--- config.mk ---
export PLATFORM = sky130hd
export DESIGN_NAME = alu_share_sequencer
export DESIGN_NICKNAME = d
export VERILOG_FILES = /design/src/rtl/alu_share_sequencer_pkg.sv /design/src/rtl/alu_share_sequencer_rr_arb2.sv /design/src/rtl/alu_share_sequencer.sv
export SDC_FILE = /design/constraint.sdc
export NUM_CORES = 1
export LEC_CHECK = 0
export BUFFER_PORTS_ARGS = -buffer_cell sky130_fd_sc_hd__buf_4
export CAP_MARGIN = 40
export CORE_ASPECT_RATIO = 1.75
export CORE_MARGIN = 2
export CORE_UTILIZATION = 39
export DETAILED_ROUTE_END_ITERATION = 6
export PLACE_DENSITY = 0.82
export SLEW_MARGIN = 20
export SYNTH_ARGS = -nofsm -noshare
export SYNTH_HDL_FRONTEND = slang
export SYNTH_SLANG_ARGS = --single-unit
--- constraint.sdc ---
create_clock -name clk_i -period 1.4 [get_ports clk_i]
set_input_delay 0.14 -clock clk_i [delete_from_list [all_inputs] [get_ports clk_i]]
set_output_delay 0.14 -clock clk_i [all_outputs]
set_load 0.1 [all_outputs]
--- src/rtl/alu_share_sequencer_pkg.sv ---
// ALU op codes and helpers shared by the ALU share sequencer.
// Codes match the ALU_Control encoding driven into the ALU.
package alu_share_sequencer_pkg;

  localparam int ALU_CTRL_W = 3;

  localparam logic [2:0] ALU_ADD = 3'd0;
  localparam logic [2:0] ALU_SUB = 3'd1;
  localparam logic [2:0] ALU_AND = 3'd2;
  localparam logic [2:0] ALU_OR  = 3'd3;
  localparam logic [2:0] ALU_XOR = 3'd4;
  localparam logic [2:0] ALU_SLT = 3'd5;
  localparam logic [2:0] ALU_MUL = 3'd6;

  // Codes above ALU_MUL are unassigned.
  function automatic logic alu_op_defined(
    input logic [ALU_CTRL_W-1:0] op
  );
    return op <= ALU_MUL;
  endfunction

endpackage

--- src/rtl/alu_share_sequencer_rr_arb2.sv ---
// Two-way round-robin grant: a lone requester wins outright,
// a tie goes to whoever was not served last.
module alu_rr_arb2 (
  input  logic i_valid0,
  input  logic i_valid1,
  input  logic i_last,
  output logic o_gnt_vld,
  output logic o_gnt_id
);

  assign o_gnt_vld = i_valid0 | i_valid1;
  assign o_gnt_id  = (i_valid0 & i_valid1) ? ~i_last
                                           : i_valid1;

endmodule

--- src/rtl/alu_share_sequencer.sv ---
// Shares one ALU between two requesters and holds operands
// for multi-cycle MUL; single response port with backpressure.
module alu_share_sequencer
  import alu_share_sequencer_pkg::*;
#(
  parameter int DATA_W  = 32,
  parameter int CTRL_W  = ALU_CTRL_W,
  parameter int MUL_LAT = 3
) (
  input  logic              clk_i,
  input  logic              rst_i,
  input  logic              req0_valid_i,
  output logic              req0_ready_o,
  input  logic [CTRL_W-1:0] req0_ctrl_i,
  input  logic [DATA_W-1:0] req0_a_i,
  input  logic [DATA_W-1:0] req0_b_i,
  input  logic              req1_valid_i,
  output logic              req1_ready_o,
  input  logic [CTRL_W-1:0] req1_ctrl_i,
  input  logic [DATA_W-1:0] req1_a_i,
  input  logic [DATA_W-1:0] req1_b_i,
  output logic [CTRL_W-1:0] alu_ctrl_o,
  output logic [DATA_W-1:0] alu_a_o,
  output logic [DATA_W-1:0] alu_b_o,
  input  logic [DATA_W-1:0] alu_res_i,
  output logic              resp_valid_o,
  input  logic              resp_ready_i,
  output logic              resp_id_o,
  output logic [DATA_W-1:0] resp_data_o,
  output logic              resp_err_o
);

  localparam int CNT_W = $clog2(MUL_LAT) + 1;

  typedef enum logic [1:0] {
    S_IDLE = 2'd0,
    S_EXEC = 2'd1,
    S_DONE = 2'd2
  } state_t;

  state_t              r_state;
  logic [CNT_W-1:0]    r_cnt;
  logic                r_last;
  logic                r_id;
  logic                r_err;
  logic [CTRL_W-1:0]   r_ctrl;
  logic [DATA_W-1:0]   r_a;
  logic [DATA_W-1:0]   r_b;
  logic [DATA_W-1:0]   r_data;

  logic                w_gnt_vld;
  logic                w_gnt_id;
  logic                w_idle;
  logic                w_acc;
  logic [CTRL_W-1:0]   w_ctrl;
  logic [DATA_W-1:0]   w_a;
  logic [DATA_W-1:0]   w_b;

  alu_rr_arb2 u_arb (
    .i_valid0  (req0_valid_i),
    .i_valid1  (req1_valid_i),
    .i_last    (r_last),
    .o_gnt_vld (w_gnt_vld),
    .o_gnt_id  (w_gnt_id)
  );

  assign w_idle = (r_state == S_IDLE);
  assign w_acc  = w_idle & w_gnt_vld;

  assign req0_ready_o = w_acc & ~w_gnt_id;
  assign req1_ready_o = w_acc &  w_gnt_id;

  assign w_ctrl = w_gnt_id ? req1_ctrl_i : req0_ctrl_i;
  assign w_a    = w_gnt_id ? req1_a_i    : req0_a_i;
  assign w_b    = w_gnt_id ? req1_b_i    : req0_b_i;

  // ALU inputs simply hold the last accepted op.
  assign alu_ctrl_o   = r_ctrl;
  assign alu_a_o      = r_a;
  assign alu_b_o      = r_b;

  assign resp_valid_o = (r_state == S_DONE);
  assign resp_id_o    = r_id;
  assign resp_data_o  = r_data;
  assign resp_err_o   = r_err;

  always_ff @(posedge clk_i) begin
    if (rst_i) begin
      r_state <= S_IDLE;
      r_cnt   <= '0;
      r_last  <= 1'b1;
      r_id    <= 1'b0;
      r_err   <= 1'b0;
      r_ctrl  <= '0;
      r_a     <= '0;
      r_b     <= '0;
      r_data  <= '0;
    end else begin
      unique case (r_state)
        S_IDLE: begin
          if (w_acc) begin
            r_ctrl  <= w_ctrl;
            r_a     <= w_a;
            r_b     <= w_b;
            r_id    <= w_gnt_id;
            r_err   <= ~alu_op_defined(w_ctrl);
            r_cnt   <= (w_ctrl == ALU_MUL)
                       ? CNT_W'(MUL_LAT - 1)
                       : '0;
            r_state <= S_EXEC;
          end
        end
        S_EXEC: begin
          if (r_cnt != '0) begin
            r_cnt <= r_cnt - 1'b1;
          end else begin
            r_data  <= alu_res_i;
            r_state <= S_DONE;
          end
        end
        S_DONE: begin
          if (resp_ready_i) begin
            r_last  <= r_id;
            r_state <= S_IDLE;
          end
        end
        default: r_state <= S_IDLE;
      endcase
    end
  end

endmodule

[Word-level counts from Yosys, hierarchy flattened]
Index checks and enable logic that the tools add are counted.
Word-level totals
  register bits: 107
  input bits: 171
  word-level logic and storage cells: 47
Operators by class
  $add $sub $neg: 1
  $lt $le $gt $ge: 1
  eq/ne operators: 7
  multiplexer cells: 12
  bitwise gates (word level): 9
  reduce and logical (&&, ||, !) cells: 8
Operators by type and width (number)
  2-to-1 mux 32 bit: 2
  2-to-1 mux 3 bit: 3
  2-to-1 mux 2 bit: 4
  case mux 2 bit (3 select lines): 1
  case mux 3 bit (2 select lines): 1
  AND reduction 2 bit: 3
  AND reduction 3 bit: 2
  bitwise AND 1 bit: 4
  inequality test 2 x 1 -> 1 bit, second input constant: 2
  inequality test 2 bit, second input constant: 2
  inverter 1 bit: 4
  equality test 3 bit, second input constant: 1
  <= comparator 3 bit, second input constant: 1
  nonzero test 3 bit: 1
  subtractor 3 x 1 -> 3 bit, second input constant: 1
  equality test 2 x 1 -> 1 bit, second input constant: 1
  equality test 2 bit, second input constant: 1
  zero test 2 bit: 1
  nonzero test 2 bit: 1
  2-to-1 mux 1 bit: 1
  OR 1 bit: 1

[Longest topological paths before layout]
  depth after elaboration: 7
  gate-level depth with buffers: 7
  depth with buffers taken out: 5

[Hierarchy]
A second synthesis with hierarchy kept.
Second synthesis, totals
  cell total of the unflattened synthesis: 493
  area, all modules: 4779.6 um^2
Modules (own cells, without submodules)
  alu_share_sequencer: instances 1, cells an instance 491, area each 4765.8 um^2, seq. area each 2142.1 um^2
  alu_rr_arb2: instances 1, cells an instance 2, area each 13.8 um^2, seq. area each 0.0 um^2

[Worst setup path before layout]
OpenSTA, ideal clock, no wires.
  path type: register to register
  start: register r_state[1]
  end: register r_last
  library setup time: 0.122 ns
  arrival: 2.467 ns
  data required time: 1.278 ns
  setup slack: -1.189 ns
  cell stages (with the launch flop): 4
  buffers on the path: 0
  clock period less this slack: 2.589 ns
  cells stage by stage: dfxtp_1 nor2b_1 a21boi_0 a311o_1
Between the ends
  cells in the longest elaborated chain, start to end: 2
Ends and longest elaborated chain
  start, declared: RTL line alu_share_sequencer.sv:41  | state_t r_state;
  start signal, assigned: RTL line alu_share_sequencer.sv:89  | r_state <= S_IDLE;
  start signal, assigned: RTL line alu_share_sequencer.sv:110  | r_state <= S_EXEC;
  start signal, assigned: RTL line alu_share_sequencer.sv:118  | r_state <= S_DONE;
  equality test 2 bit
  via resp_valid_o: RTL line alu_share_sequencer.sv:26  | output logic resp_valid_o,
  AND reduction 2 bit (no source line)
  end signal, assigned: RTL line alu_share_sequencer.sv:123  | r_last <= r_id;
  end, declared: RTL line alu_share_sequencer.sv:43  | logic r_last;
The timed path passes the listed nets, and every way through them passes these cells.
A chain may end at the register's enable or synchronous reset.

[Worst setup path in the final report]
  start: register r_state[1]
  end: register r_data[3], in the netlist resp_data_o[3]
Between the ends
  cells in the longest elaborated chain, start to end: 2
Ends and longest elaborated chain
  equality test 2 x 1 -> 1 bit: RTL line alu_share_sequencer.sv:99  | unique case (r_state)
  AND reduction 2 bit (no source line)
  end signal, assigned: RTL line alu_share_sequencer.sv:117  | r_data <= alu_res_i;
  end, declared: RTL line alu_share_sequencer.sv:49  | logic [DATA_W-1:0] r_data;
No other way between the ends.

==> run metrics <==
launch point of the worst path r_state[1]; # nets final 1000; Core ar. 11500 µm²; worst relative slew slack about 80%; Num CTS Buffers 9; gr usage total 24.6%; fin crit share 108%; worst path required time 1670 ps; Post-Route Skew 10.5 ps; placed cells 928; Die Wd roughly 86 µm; min-delay src req0_b_i[31]; reg2reg setup slack -110 ps; routability cong. 0.852; max cap viols 0; number of synthesized flops with an enable pin 0; library cells used by synthesis 40; FMAX between 0.6 and 0.7 GHz; Clock Tree Buf Depth 2; status complete, but fails checks; share of layout cells above drive strength 1 52.3%; Post-Syn Nets 726; vias in the first global route 5031; Die Area around 13000 µm²; Setup crit end resp_data_o[3]; Hold/Removal Path Class input pin to flop; Chip Height 147 µm; Pwr per Cell Area 1350 nW/µm²; crit path capture type flop; post-synthesis register bit count about 110; drt total wl 17300 µm; first-pass GRT wire length 25000 µm; I/O pin count about 280; fillers 879; Initial Util 39.6%; Placement Setup Slack -73.7 ps; post-DR wirelength/cell 17.9 µm; DRT iter0 DRCs roughly 260; CTS tree yes; vias 5410; Rows 52; Worst-Margin Slew 330 ps; final hold vios 0; Async SR Flop Fraction 0%; Root Buffer clkbuf_16; IO buf count roughly 270; Via-to-Cell Ratio 5.59; Routed Antenna Nets 0; Hold Slack 16.4 ps; clk sinks 107; R2R cell count 7; Syn Std Cell Area 4540 µm²; HPWL after DPL 11200 µm; number of max-slew violations in the final report 0; Main synth FF type dfxtp_1; worst r2r src r_state[1]; final worst slack -110 ps; failing checks negative setup slack; number of antenna violations at the first check in global routing 0; CP Max Fanout 8; Inserted Diodes 0; Non-Filler Instances roughly 970; sequential area share after synthesis 47.2%; unrepaired setup endpoints after global routing yes; Final setup violation count 46; post-synthesis instance total 553; minimum clock period approximately 1500 ps; Leakage 0.00349 µW; worst skew pair latency about 340 ps; clk slew on worst S/H paths 70 ps; Max VDD drop 959 µV; largest net degree at the start of global routing 51; Yosys warning count 0; crit path DAT 1780 ps; hold buffer count at CTS 0; Critical R2R Capture resp_data_o[3]; Area growth syn-to-layout 78.1%; Post-route DRC 0; Syn Area/Cell 8.20 µm²; grt ovf 0; H-Tree Depth 3; first-pass iteration count of the detailed router 5; WS Path Type flop to flop; Setup crit start kind flop; total power 10900 µW
==> metrics by stage <==
stage	setup TNS [ps]	instance area (µm²)	utilization, %
2_1_floorplan	-67.8	4590	-
3_3_place_gp	0	6900	60.3
3_5_place_dp	-969	6900	60.3
4_1_cts	-1130	7570	66.1
5_1_grt	-4980	8080	70.6
6_report	-1930	8080	70.6
==> logic make-up after synthesis <==
logic type	share of synthesized area, %
buffers and inverters	5.90
multiplexers	0.248
AND/OR/NAND/NOR	23.4
flip-flops	47.2
adder cells (fa/ha/maj)	0.551
AO/OA/AOI/OAI	22.6
==> final cells by class <==
class,instances,area [µm²],area share [%]
repair buffers,324,2790,34.6
multi-input cells,382,2660,32.9
flip-flops and latches,107,2150,26.7
clock buffers,9,225,2.79
well taps,135,169,2.09
clock inverters,7,73.8,0.913
inverters,3,11.3,0.139
==> cell usage after synthesis, types with 2 or more instances <==
library cell | count | area [µm²]
a21oi_1 | 39 | 195
a221o_1 | 14 | 140
a311oi_1 | 4 | 35.0
a31oi_1 | 50 | 313
buf_1 | 5 | 18.8
buf_2 | 10 | 50.1
buf_6 | 2 | 22.5
clkbuf_1 | 44 | 165
dfxtp_1 | 107 | 2140
ha_1 | 2 | 25.0
inv_1 | 3 | 11.3
nand2_1 | 71 | 267
nand2b_1 | 3 | 18.8
nand3_1 | 100 | 500
nand3b_1 | 2 | 15.0
nand4_1 | 2 | 12.5
nor2_1 | 4 | 15.0
nor2b_1 | 3 | 18.8
nor4b_1 | 14 | 123
o21ai_0 | 51 | 255
o221ai_1 | 2 | 17.5
or2_1 | 2 | 12.5
or4_1 | 2 | 15.0
==> registers in the layout (all words and copies together) (netlist names), 2 cells and up <==
register / flops
alu_a_o: 32
r_cnt: 3
r_state: 2
resp_data_o: 32
alu_b_o: 32
alu_ctrl_o: 3
==> per-layer routing <==
| metal | wire, µm | share of wire, % | up-vias | global-route usage [%] |
|---|---|---|---|---|
| li1 | - | - | 2573 | - |
| met1 | 6300 | 36 | 2555 | 28.7 |
| met2 | 9430 | 54 | 249 | 43.4 |
| met3 | 1150 | 6.6 | 33 | 5.60 |
| met4 | 455 | 2.6 | 0 | 8.73 |
| met5 | 0 | 0 | - | 0 |
==> power breakdown <==
part	switching [µW]	total, µW	leakage [µW]	internal, µW
logic	3320	4820	0.00247	1500
clock network	1170	2580	0.000147	1400
registers	161	3500	0.000881	3340
==> critical path, cell delays in order, from the launching register on <==
cell and delay [ps]:
dfxtp_4 360, buf_12 130, buf_6 110, nor4bb_4 270, buf_6 190, clkbuf_16 190
nand2_2 80, a21oi_2 130
==> worst min-delay path by stage <==
stage | end | slack (ps) | depth (start not counted)
global route | alu_b_o[31] | 0.1 | 2
finish | alu_b_o[31] | 20 | 2
floorplan | resp_data_o[0] | 280 | 2
global placement | alu_b_o[26] | 360 | 2
CTS | alu_a_o[0] | 5 | 2
detailed placement | alu_a_o[0] | 370 | 2
==> cell usage in the layout, fill, tap and decap left out, types with 6 or more instances in the layout <==
cell type and n:
a21oi_1 14, a21oi_2 25, a221o_1 14, a31oi_1 50, buf_12 17, buf_4 293
buf_6 6, clkbuf_16 13, dfxtp_1 103, nand2_1 45, nand2_2 9, nand2_4 17
nand3_1 98, nor4b_2 7, nor4b_4 7, o21ai_0 17, o21ai_1 33
==> repair_timing <==
item,4_1_cts,5_1_grt
gates resized for setup,44,130
pin swaps,15,50
gates cloned,3,4
buffers inserted,9,9
setup endpoints to repair,31,96
(Power assumes the default switching activity.)
